**src/rtl/libv_queue_tx_pkg.sv**
```systemverilog
// Shared types and sizing helpers for the speculative commit/replay queue transmit engine.
package libv_queue_tx_pkg;

  typedef enum logic [1:0] {
    ST_SEND   = 2'd0,
    ST_DRAIN  = 2'd1,
    ST_REPLAY = 2'd2,
    ST_FLUSH  = 2'd3
  } tx_state_e;

  // Outstanding count must reach depth itself, hence one extra bit.
  function automatic int inflight_w(input int depth);
    return $clog2(depth) + 1;
  endfunction

endpackage

```
**src/rtl/libv_queue_tx.sv**
```systemverilog
// Consumer-side transmit engine: pops queue entries downstream, commits on in-order ACK,
// go-back-N replays on NACK, and flushes after retry exhaustion or abort.
module libv_queue_tx
  import libv_queue_tx_pkg::*;
#(
  parameter int W         = 32,
  parameter int N         = 16,
  parameter int MAX_RETRY = 4
) (
  input  logic                     clk,
  input  logic                     rst,
  input  logic                     q_empty,
  input  logic [W-1:0]             q_pop_data,
  output logic                     q_pop,
  output logic                     q_commit,
  output logic                     q_replay,
  output logic                     q_flush,
  output logic                     out_vld,
  input  logic                     out_rdy,
  output logic [W-1:0]             out_data,
  input  logic                     rsp_vld,
  input  logic                     rsp_ok,
  input  logic                     abort,
  output logic [inflight_w(N)-1:0] inflight,
  output logic                     err,
  output logic                     busy
);

  localparam int IW = inflight_w(N);
  localparam int RW = (MAX_RETRY > 1) ? $clog2(MAX_RETRY) : 1;
  localparam logic [IW-1:0] DEPTH      = IW'(N);
  localparam logic [RW-1:0] RETRY_LAST = RW'(MAX_RETRY - 1);

  tx_state_e     state_q, state_d;
  logic [IW-1:0] inflight_q, inflight_d;
  logic [RW-1:0] retry_q, retry_d;
  logic          fatal_q, fatal_d;
  logic          abort_q, abort_d;
  logic          q_replay_q, q_replay_d;
  logic          q_flush_q, q_flush_d;
  logic          err_q, err_d;
  logic          busy_q, busy_d;

  logic nack_now, rsp_take, nack_take, in_send;

  // Data path and handshake are combinational so the popped beat is the accepted beat.
  always_comb begin
    in_send    = (state_q == ST_SEND);
    nack_now   = rsp_vld & ~rsp_ok;
    // A response with nothing outstanding is a protocol violation and is ignored.
    rsp_take   = rsp_vld & (inflight_q != '0);
    nack_take  = rsp_take & ~rsp_ok;
    out_data   = q_pop_data;
    out_vld    = rst & in_send & ~q_empty & (inflight_q < DEPTH) & ~nack_now & ~abort;
    q_pop      = out_vld & out_rdy;
    q_commit   = rst & in_send & rsp_take & rsp_ok;
    inflight_d = inflight_q + IW'(q_pop) - IW'(rsp_take);
  end

  always_comb begin
    // NOTE: every variable gets a default before the case so no path can infer a latch.
    state_d = state_q;
    retry_d = retry_q;
    fatal_d = fatal_q;
    abort_d = abort_q;
    unique case (state_q)
      ST_SEND: begin
        if (rsp_take && rsp_ok) retry_d = '0;
        if (nack_take) begin
          retry_d = (retry_q == RETRY_LAST) ? retry_q : RW'(retry_q + 1'b1);
          fatal_d = fatal_q | (retry_q == RETRY_LAST);
        end
        if (abort) abort_d = 1'b1;
        if (nack_take || abort) begin
          if (inflight_d != '0)         state_d = ST_DRAIN;
          else if (fatal_d || abort_d)  state_d = ST_FLUSH;
          else                          state_d = ST_REPLAY;
        end
      end
      ST_DRAIN: begin
        if (abort) abort_d = 1'b1;
        if (inflight_d == '0) state_d = (fatal_q || abort_d) ? ST_FLUSH : ST_REPLAY;
      end
      // An abort arriving during the rewind still ends in a flush.
      ST_REPLAY: state_d = abort ? ST_FLUSH : ST_SEND;
      ST_FLUSH: begin
        retry_d = '0;
        fatal_d = 1'b0;
        abort_d = 1'b0;
        state_d = ST_SEND;
      end
      default: state_d = ST_SEND;
    endcase

    q_replay_d = (state_d == ST_REPLAY);
    q_flush_d  = (state_d == ST_FLUSH);
    err_d      = (state_d == ST_FLUSH) & fatal_d;
    busy_d     = (state_d != ST_SEND) | (inflight_d != '0);
  end

  // NOTE: sequential state uses non-blocking assignments so all flops update together.
  always_ff @(posedge clk or negedge rst) begin
    if (!rst) begin
      state_q    <= ST_SEND;
      inflight_q <= '0;
      retry_q    <= '0;
      fatal_q    <= 1'b0;
      abort_q    <= 1'b0;
      q_replay_q <= 1'b0;
      q_flush_q  <= 1'b0;
      err_q      <= 1'b0;
      busy_q     <= 1'b0;
    end else begin
      state_q    <= state_d;
      inflight_q <= inflight_d;
      retry_q    <= retry_d;
      fatal_q    <= fatal_d;
      abort_q    <= abort_d;
      q_replay_q <= q_replay_d;
      q_flush_q  <= q_flush_d;
      err_q      <= err_d;
      busy_q     <= busy_d;
    end
  end

  assign q_replay = q_replay_q;
  assign q_flush  = q_flush_q;
  assign err      = err_q;
  assign busy     = busy_q;
  assign inflight = inflight_q;

  a_rsp_with_outstanding: assert property (@(posedge clk) disable iff (!rst)
    !(rsp_vld && (inflight_q == '0)));

  a_queue_ctrl_onehot: assert property (@(posedge clk) disable iff (!rst)
    $onehot0({q_pop, q_replay, q_flush}));

endmodule

```
**config.mk**
```make
export PLATFORM = sky130hd
export DESIGN_NAME = libv_queue_tx
export DESIGN_NICKNAME = d
export VERILOG_FILES = /design/src/rtl/libv_queue_tx_pkg.sv /design/src/rtl/libv_queue_tx.sv
export SDC_FILE = /design/constraint.sdc
export NUM_CORES = 1
export LEC_CHECK = 0
export CAP_MARGIN = 20
export CORE_MARGIN = 5
export CORE_UTILIZATION = 32
export CTS_CLUSTER_SIZE = 12
export DETAILED_ROUTE_END_ITERATION = 12
export MAX_ROUTING_LAYER = met4
export PLACE_DENSITY = 0.81
export REMOVE_ABC_BUFFERS = 1
export SETUP_SLACK_MARGIN = 0.15
export SYNTH_ARGS = -nofsm -noshare
export SYNTH_HDL_FRONTEND = slang
export SYNTH_SLANG_ARGS = --single-unit
export TNS_END_PERCENT = 100
```
**constraint.sdc**
```tcl
create_clock -name clk -period 3 [get_ports clk]
set_clock_uncertainty 0.1 [all_clocks]
set_input_delay 0.45 -clock clk [delete_from_list [all_inputs] [get_ports clk]]
set_output_delay 0.45 -clock clk [all_outputs]
set_load 0.05 [all_outputs]
```
; ---- Word-level counts from Yosys, hierarchy flattened
; Index checks and enable logic that the tools add are counted.
[op_classes]
add_sub_neg = 3
order_cmp = 1
eq_ne = 8
mux = 18
n_bitwise = 18
reduce_logical = 12
[op_table]
columns = cell, n
row1 = 2-bit two-way mux, 7
row2 = 1-bit bitwise AND, 12
row3 = "2-bit == test, second input constant", 5
row4 = 5-bit nonzero test, 2
row5 = 2-bit case mux with 4 select lines, 1
row6 = 1-bit two-way mux, 7
row7 = 5-bit by 1-bit adder with 5-bit output, 1
row8 = 5-bit zero test, 1
row9 = "5-bit < comparator, second input constant", 1
row10 = 5-bit by 1-bit subtractor with 5-bit output, 1
row11 = 1-bit inverter, 4
row12 = 2-bit case mux with 2 select lines, 1
row13 = 2-bit nonzero test, 2
row14 = 1-bit logical OR, 3
row15 = "3-bit by 2-bit != test with 1-bit output, second input constant", 1
row16 = "3-bit != test, second input constant", 1
row17 = 1-bit case mux with 3 select lines, 1
row18 = 3-bit AND reduction, 1
row19 = 3-bit nonzero test, 1
row20 = "2-bit by 1-bit adder with 2-bit output, second input constant", 1
row21 = "2-bit by 1-bit == test with 1-bit output, second input constant", 1
row22 = 2-bit zero test, 1
row23 = 1-bit OR, 2
row24 = 1-bit case mux with 2 select lines, 1
row25 = 1-bit logical AND, 1
[word_totals]
reg_bits = 15
inputBits = 39
out_inout_bits = 44

; ---- Longest topological paths before layout
; Gate-level depths: netlist of the first run.
[depth]
ltp_word = 15
ltp_mapped = 16

; ---- Worst setup path after synthesis of the first run
; No wires, ideal clock.
[synth_timing]
kind = reg-to-reg
startpoint = reg state_q[0]
endpoint = reg err_q, in the netlist err
arrival_time_ns = 4.696
required_ns = 2.820
slack_ns = -1.876
path_stages_with_launch = 13
n_path_buf = 0
period_less_slack_ns = 4.876
cell_sequence = dfrtp_1 -> inv_1 -> ha_1 -> nand3_1 -> nor4_1 -> and2_1 -> ha_1 -> fa_1 -> or3_4 -> or3_1 -> a21oi_1 -> o21ai_2 -> nor3_2
[synth_between]
elab_chain_len = 15
[synth_rtl]
columns = element, line
row1 = start: declaration, libv_queue_tx.sv:34  ; tx_state_e state_q, state_d;
row2 = start signal: assignment, libv_queue_tx.sv:114  ; state_q <= state_d;
row3 = 2-bit zero test (*), libv_queue_tx.sv:48  ; in_send = (state_q == ST_SEND);
row4 = 1-bit bitwise AND (*) (5 in series), libv_queue_tx.sv:54  ; out_vld = rst & in_send & ~q_empty & (inflight_q < DEPTH) & ~nack_now & ~abort;
row5 = via out_vld, libv_queue_tx.sv:18  ; output logic out_vld,
row6 = 1-bit bitwise AND (*), libv_queue_tx.sv:55  ; q_pop = out_vld & out_rdy;
row7 = via q_pop, libv_queue_tx.sv:14  ; output logic q_pop,
row8 = 5-bit by 1-bit adder with 5-bit output (*), libv_queue_tx.sv:57  ; inflight_d = inflight_q + IW'(q_pop) - IW'(rsp_take);
row9 = 5-bit by 1-bit subtractor with 5-bit output (*), libv_queue_tx.sv:57
row10 = via inflight_d[1], libv_queue_tx.sv:35  ; logic [IW-1:0] inflight_q, inflight_d;
row11 = 5-bit nonzero test, libv_queue_tx.sv:75  ; if (inflight_d != '0) state_d = ST_DRAIN;
row12 = 2-bit two-way mux, libv_queue_tx.sv:75
row13 = 2-bit two-way mux, libv_queue_tx.sv:74  ; if (nack_take || abort) begin
row14 = 2-bit case mux with 4 select lines (*), libv_queue_tx.sv:66  ; unique case (state_q)
row15 = 2-bit == test (*), libv_queue_tx.sv:97  ; err_d = (state_d == ST_FLUSH) & fatal_d;
row16 = 1-bit bitwise AND (*), libv_queue_tx.sv:97
row17 = via err_d, libv_queue_tx.sv:41  ; logic err_q, err_d;
row18 = end signal: assignment, libv_queue_tx.sv:121  ; err_q <= err_d;
row19 = end: declaration, libv_queue_tx.sv:41
; Mark *: on every way through the listed nets, which the timed path passes. The rest lies on a longest branch.
; A chain may end at the register's enable or synchronous reset.

; ---- Worst setup path in the final report of the first run
[layout_timing]
startpoint = reg inflight_q[2], in the netlist inflight[2]
endpoint = reg err_q, in the netlist err
[layout_between]
elab_chain_len = 13
[layout_rtl]
columns = element, line
row1 = start: declaration, libv_queue_tx.sv:35
row2 = start signal: assignment, libv_queue_tx.sv:115  ; inflight_q <= inflight_d;
row3 = 5-bit < comparator, libv_queue_tx.sv:54
row4 = 1-bit bitwise AND (3 in series), libv_queue_tx.sv:54
row5 = 1-bit bitwise AND, libv_queue_tx.sv:55
row6 = 5-bit by 1-bit adder with 5-bit output, libv_queue_tx.sv:57
row7 = 5-bit by 1-bit subtractor with 5-bit output (*), libv_queue_tx.sv:57
row8 = via inflight_d[2], libv_queue_tx.sv:35
row9 = 5-bit nonzero test, libv_queue_tx.sv:75
row10 = 2-bit two-way mux, libv_queue_tx.sv:75
row11 = 2-bit two-way mux, libv_queue_tx.sv:74
row12 = 2-bit case mux with 4 select lines (*), libv_queue_tx.sv:66
row13 = 2-bit == test (*), libv_queue_tx.sv:97
row14 = 1-bit bitwise AND (*), libv_queue_tx.sv:97
row15 = via err_d, libv_queue_tx.sv:41
; Mark *: on every way through the listed nets, which the timed path passes. The rest lies on a longest branch. The select of a mux whose other input is x is not followed.

==> impl_metrics.json, run 1 <==
{
  "layout_commonest_cell": "buf_4",
  "dr.pass1.iters": 4,
  "power_uw": 1800,
  "synth_seq_cells": 15,
  "leakagePower_uw": 0.000753,
  "hold_class": "reg -> reg",
  "hold_buffers": 0,
  "grt_max_degree": 17,
  "gp_congestion": 0.966,
  "drive_above_1_share_pct": 41.5,
  "violations": "negative setup slack",
  "dp_hpwl_mm": 2.87,
  "placedInstanceArea_mm2": 0.00137,
  "ant_nets": 0,
  "worstHoldEndpoint": "retry_q[0]$_DFFE_PN0P_",
  "cts_max_level": 1,
  "rsz0062_at_grt": "true",
  "fin_crit_sh_pct": 108,
  "critical_path_class": "reg -> reg",
  "cts_buffers": 3,
  "ys_types": 32,
  "rows": 22,
  "worst_path_largest_cell_delay_ns": 0.39,
  "area.growth.synth_to_final_pct": 35.3,
  "gr-usage-all-layers_pct": 16.0,
  "drc_errors": 0,
  "cts_root_buf": "clkbuf_8",
  "layout_common_cells": "31 x buf_4, 15 x dfrtp_1, 15 x clkdlybuf4s50_1",
  "boundaryPins": 83,
  "end_kind": "flip-flop",
  "arrival_ns": 3.33,
  "syn_area_per_cell_um2": 9.43,
  "reg2reg_to": "err$_DFF_PN0_",
  "hold_depth": 1,
  "cts_tree": "built",
  "postSynth.asyncResetShare_pct": 100,
  "dieArea_mm2": 0.00503,
  "drv_cap": 0,
  "required_ns": 3.07,
  "drt_iter0_markers": 25,
  "core-area_mm2": 0.00363,
  "grt_pass1_wl_mm": 5.63,
  "seq_area_frac_synth_pct": 31.6,
  "period_needed_ns": 3.25,
  "status": "finished, violations left",
  "insertedDiodeCount": 0,
  "finalNetCount": 200,
  "setup_viol": 6,
  "viasPerCell": 4.81,
  "initial_core_util_pct": 32.7,
  "cpMaxStageDelayCell": "dfrtp_1",
  "hold_start": "retry_q[0]$_DFFE_PN0P_",
  "r2r-start": "inflight[2]$_DFF_PN0_",
  "num_vias": 938,
  "slew_headroom_pct": 66.2,
  "path_clk_slew_ns": 0.06,
  "r2r_setup_slack_ns": -0.25,
  "worstSkewPairLatency_ns": 0.25,
  "die_height_um": 70.9,
  "final_area_mm2": 0.00161,
  "setup_ws_ns": -0.251,
  "wl_per_cell_um": 19.5,
  "ctsLongestPathBuffers": 2,
  "worst_pin_slew_ns": 0.506,
  "hold_violations": 0,
  "startpoint_type": "flip-flop",
  "grt_pass1_vias": 1003,
  "io_buffers": 18,
  "grt_overflow": 0,
  "ys.flop_type": "dfrtp_1",
  "powerDensity_mw_per_mm2": 1120,
  "worstPathMaxFanout": 5,
  "synth_edf_count": 0,
  "syn_inst": 126,
  "cts.sinks": 15,
  "routed_wl_mm": 3.80,
  "vdd_drop_max_mv": 0.368,
  "crit_path_cell_trace": "inv_2 -> ha_4 -> nor4b_4 -> nor2b_2 -> ha_1 -> inv_2 -> ha_4 -> fa_2 -> xor2_2 -> or3_4 -> or3_4 -> a21boi_4 -> o21ai_4 -> nor3_2",
  "ys.warnings.count": 0,
  "max_freq_mhz": 308,
  "dieWidth_um": 70.9,
  "netlist_area_mm2": 0.00119,
  "antenna_found_initial": 0,
  "slew_viol_final": 0,
  "reg2reg_depth": 14
}
[registers in the layout (all words and copies together), names as in the netlist]
register  cells
inflight      5
fatal_q       1
busy          1
retry_q       2
q_flush       1
state_q       2
abort_q       1
err           1
q_replay      1
[metrics by stage]
step	utilization [%]	hold WS [ns]	instances	setup WS (ns)	TNS, ns
after CTS	42.3	0.454	190	-0.290	-1.38
after global placement	37.7	0.432	180	-0.458	-2.43
after detailed placement	37.7	0.440	180	-0.632	-3.25
final	44.2	0.453	195	-0.251	-1.18
after floorplan	-	0.0544	94	-1.88	-14.93
after global routing	44.2	0.480	195	-0.400	-2.13
[where the power goes]
| part | leakage, uW | total (uW) | switching [uW] | internal [uW] |
|---|---|---|---|---|
| logic | 0.000547 | 1300 | 683 | 619 |
| registers | 0.000184 | 330 | 50.3 | 280 |
| clock network | 0.0000228 | 168 | 74.0 | 94.3 |
[how the worst max path moves through the flow]
stage                          start       endpoint  cells after the start
4_1_cts        inflight[2]$_DFF_PN0_  err$_DFF_PN0_                     14
3_3_place_gp                  rsp_ok  err$_DFF_PN0_                     12
3_5_place_dp                  rsp_ok  err$_DFF_PN0_                     12
2_1_floorplan   state_q[0]$_DFF_PN0_  err$_DFF_PN0_                     12
5_1_grt        inflight[3]$_DFF_PN0_  err$_DFF_PN0_                     14
6_report       inflight[2]$_DFF_PN0_  err$_DFF_PN0_                     14
[critical path: cells and delay by family (launching register included)]
kind	cells	cell delay, ns
DFF	1	0.39
AOI/OAI and AO/OA	2	0.26
xor gates and xnor gates	1	0.19
buffers and inverters	2	0.13
adders and majority gates	4	0.95
and+or+nand+nor	5	1.15
[final cells by class]
cell class	instances	area, um^2
Fill cell	354	2030
Multi-Input combinational cell	66	636
Timing Repair Buffer	49	443
Sequential cell	15	375
Tap cell	48	60.1
Inverter	13	48.8
Clock buffer	4	45.0
[what timing repair did]
action,4_1_cts,5_1_grt
cloned,0,0
buffers inserted,6,5
gates resized for setup,16,6
pin swaps,7,4
endpoints found under the setup margin,6,6
[logic make-up after synthesis]
group | synth area share (%)
xor+xnor | 2.95
compound gates | 9.69
buf+inv | 24.3
flops | 31.6
fa+ha+maj | 14.3
mux | 1.79
simple gates | 15.4
[cells in the mapped netlist, types with 2 or more instances]
cell      count  share of area [%]
nor4_1        3                1.6
o21ai_0       4                1.7
a21oi_1       6                2.5
ha_1         12                 13
xor2_1        3                2.2
dfrtp_1      15                 32
nand2b_1      2                1.1
nand2_1       5                1.6
buf_4        32                 20
o21ai_2       2                1.5
inv_1        13                4.1
nor2_1        7                2.2
nor3_2        2                1.7
nand3_1       2               0.84
[per-layer routing]
metal,track usage (%),up-vias,wire length (um),part of all wire [%]
met4,5.43,0,51,1.3
met5,-,-,0,0
li1,-,427,-,-
met1,18.6,441,1470,39
met2,20.2,65,1630,43
met3,13.4,5,645,17
Note: power is estimated with default switching activity, not from simulation.
==> run 2, diff against run 1 <==
CAP_MARGIN = default   (was 20)
==> results of run 2 <==
No change in the layout: final DEF, timing and power equal those of run 1.
==> run 3, diff against run 2 <==
--- a/config.mk
+++ b/config.mk
@@ -6,4 +6,5 @@
 export NUM_CORES = 1
 export LEC_CHECK = 0
+export CORE_ASPECT_RATIO = 0.75
 export CORE_MARGIN = 5
 export CORE_UTILIZATION = 32
==> constraint.sdc (replaced) <==
create_clock -name clk -period 3 [get_ports clk]
set_clock_uncertainty 0.1 [all_clocks]
set_input_delay 0.6 -clock clk [delete_from_list [all_inputs] [get_ports clk]]
set_output_delay 0.6 -clock clk [all_outputs]
set_load 0.05 [all_outputs]
==> impl_metrics.json, run 3 (synthesis gave the netlist of run 1 again) <==
{
  "final_area_mm2": 0.00168,
  "initial_core_util_pct": 32.9,
  "cts.sinks": 15,
  "hold_class": "in -> async",
  "dpl.cell_count": 184,
  "vdd_drop_max_mv": 0.426,
  "fillers": 340,
  "dp_hpwl_mm": 2.84,
  "ctsLongestPathBuffers": 2,
  "io_buffers": 18,
  "r2r-start": "inflight[2]$_DFF_PN0_",
  "grt_pass1_wl_mm": 5.64,
  "worst_path_largest_cell_delay_ns": 0.41,
  "hold_buffers": 0,
  "core-area_mm2": 0.00361,
  "leakagePower_uw": 0.000798,
  "required_ns": 3.07,
  "boundaryPins": 83,
  "cpMaxStageDelayCell": "or3_4",
  "critical_path_class": "reg -> reg",
  "status": "finished, violations left",
  "finalNetCount": 206,
  "reg2reg_to": "err$_DFF_PN0_",
  "largest_reg_flops": 5,
  "hold_violations": 0,
  "stdcell_count": 205,
  "dieWidth_um": 80.4,
  "wl_per_cell_um": 19.4,
  "drt_iter0_markers": 18,
  "worstSkewPairLatency_ns": 0.25,
  "crit_path_end": "err$_DFF_PN0_",
  "layout_common_cells": "37 x buf_4, 15 x dfrtp_1, 12 x clkdlybuf4s50_1",
  "worstPathMaxFanout": 5,
  "antenna_found_initial": 0,
  "die_height_um": 62.8,
  "setup_ws_ns": -0.333,
  "fin_crit_sh_pct": 111,
  "drv_cap": 0,
  "startpoint": "inflight[2]$_DFF_PN0_",
  "rsz0062_at_grt": "true",
  "insertedDiodeCount": 0,
  "slew_headroom_pct": 66.0,
  "crit_path_cell_trace": "inv_2 -> ha_4 -> nor4b_4 -> nor2b_2 -> ha_1 -> inv_2 -> ha_4 -> fa_2 -> xor2_2 -> or3_4 -> or3_4 -> a21oi_4 -> o21ai_4 -> nor3_2",
  "end_kind": "flip-flop",
  "worst_pin_slew_ns": 0.508,
  "grt_max_degree": 17,
  "slew_viol_final": 0,
  "startpoint_type": "flip-flop",
  "setup_viol": 6,
  "area.growth.synth_to_final_pct": 41.7,
  "grt_pass1_vias": 1000,
  "layout_commonest_cell": "buf_4",
  "gp_congestion": 0.787,
  "violations": "negative setup slack",
  "ant_nets": 0,
  "cp_top_family": "simple AND/OR/NAND/NOR gates",
  "cts_buffers": 3,
  "viasPerCell": 4.73,
  "cts_max_level": 1,
  "pre_cts_slack_ns": -0.785,
  "grt_overflow": 0,
  "cts_tree": "built",
  "cp_num_cells": 14,
  "routed_wl_mm": 3.99,
  "rows": 19,
  "arrival_ns": 3.40,
  "path_clk_slew_ns": 0.06,
  "max_freq_mhz": 300,
  "drc_errors": 0,
  "crit_buf_inv": 2,
  "dr.pass1.iters": 4,
  "num_vias": 970,
  "placedInstanceArea_mm2": 0.00137,
  "cts_root_buf": "clkbuf_8",
  "powerDensity_mw_per_mm2": 1070,
  "dieArea_mm2": 0.00505,
  "drive_above_1_share_pct": 47.1,
  "r2r_setup_slack_ns": -0.33,
  "reg2reg_depth": 14,
  "period_needed_ns": 3.33,
  "whs_ns": 0.440,
  "gr-usage-all-layers_pct": 15.9,
  "power_uw": 1810
}
==> run 3: cell count changes in the layout (fill, tap and decap cells not counted), sizes merged <==
| cell | change |
|---|---|
| buf | +6 |
| clkbuf | -1 |
| clkdlybuf4s50 | -3 |
| clkinv | +1 |
| dlygate4sd2 | +3 |
==> run 3: worst reg2reg max path, stage by stage (launching register included) <==
cell     delay, ns
dfrtp_1       0.39
inv_2         0.09
ha_4          0.13
nor4b_4       0.24
nor2b_2       0.09
ha_1          0.30
inv_2         0.05
ha_4          0.16
fa_2          0.37
xor2_2        0.17
or3_4         0.41
or3_4         0.38
a21oi_4       0.16
o21ai_4       0.10
nor3_2        0.11
==> run 3: metal layers <==
layer | vias to the layer above | wire length [um] | track usage (%)
li1 | 436 | - | -
met4 | 0 | 57 | 1.27
met2 | 57 | 1650 | 19.7
met3 | 5 | 638 | 15.3
met1 | 472 | 1640 | 19.1
met5 | - | 0 | -
==> run 3: power breakdown <==
part / switching (uW) / leakage, uW / total [uW] / internal [uW]
Sequential: 48.2 / 0.000184 / 328 / 280
Clock: 73.2 / 0.0000255 / 165 / 91.9
Combinational: 705 / 0.000589 / 1310 / 608
Total: 827 / 0.000798 / 1810 / 980
==> run 3: area by class of cell <==
type	count	area, um^2	share of cell area, %
flip-flops and latches	15	375	22.3
inverters	13	48.8	2.90
multi-input cells	66	664	39.5
well taps	52	65.1	3.86
repair buffers	55	484	28.8
clock inverters	1	5.00	0.297
clock buffers	3	41.3	2.45
==> run 3: timing repair <==
| action | CTS | global route |
|---|---|---|
| setup buffers | 10 | 7 |
| endpoints found under the setup margin | 6 | 6 |
| pin swaps | 11 | 11 |
| endpoints found under the hold margin | 0 | 0 |
| gates resized for setup | 19 | 12 |
| cloned | 0 | 0 |
==> run 3: through the flow <==
| stage | utilization [%] | setup TNS (ns) |
|---|---|---|
| 4_1_cts | 43.5 | -1.58 |
| 3_5_place_dp | 38.0 | -4.35 |
| 2_1_floorplan | - | -15.34 |
| 5_1_grt | 46.6 | -2.60 |
| 3_3_place_gp | 38.0 | -3.38 |
| 6_report | 46.6 | -1.75 |
==> run 3: worst min path at each step <==
| stage | endpoint | slack (ns) | cells past startpoint |
|---|---|---|---|
| after floorplan | abort_q$_DFFE_PN0P_ | 0.20 | 0 |
| after global placement | retry_q[0]$_DFFE_PN0P_ | 0.43 | 1 |
| after detailed placement | retry_q[0]$_DFFE_PN0P_ | 0.44 | 1 |
| after CTS | retry_q[1]$_DFFE_PN0P_ | 0.41 | 2 |
| after global routing | retry_q[1]$_DFFE_PN0P_ | 0.45 | 2 |
| final | inflight[0]$_DFF_PN0_ | 0.44 | 2 |
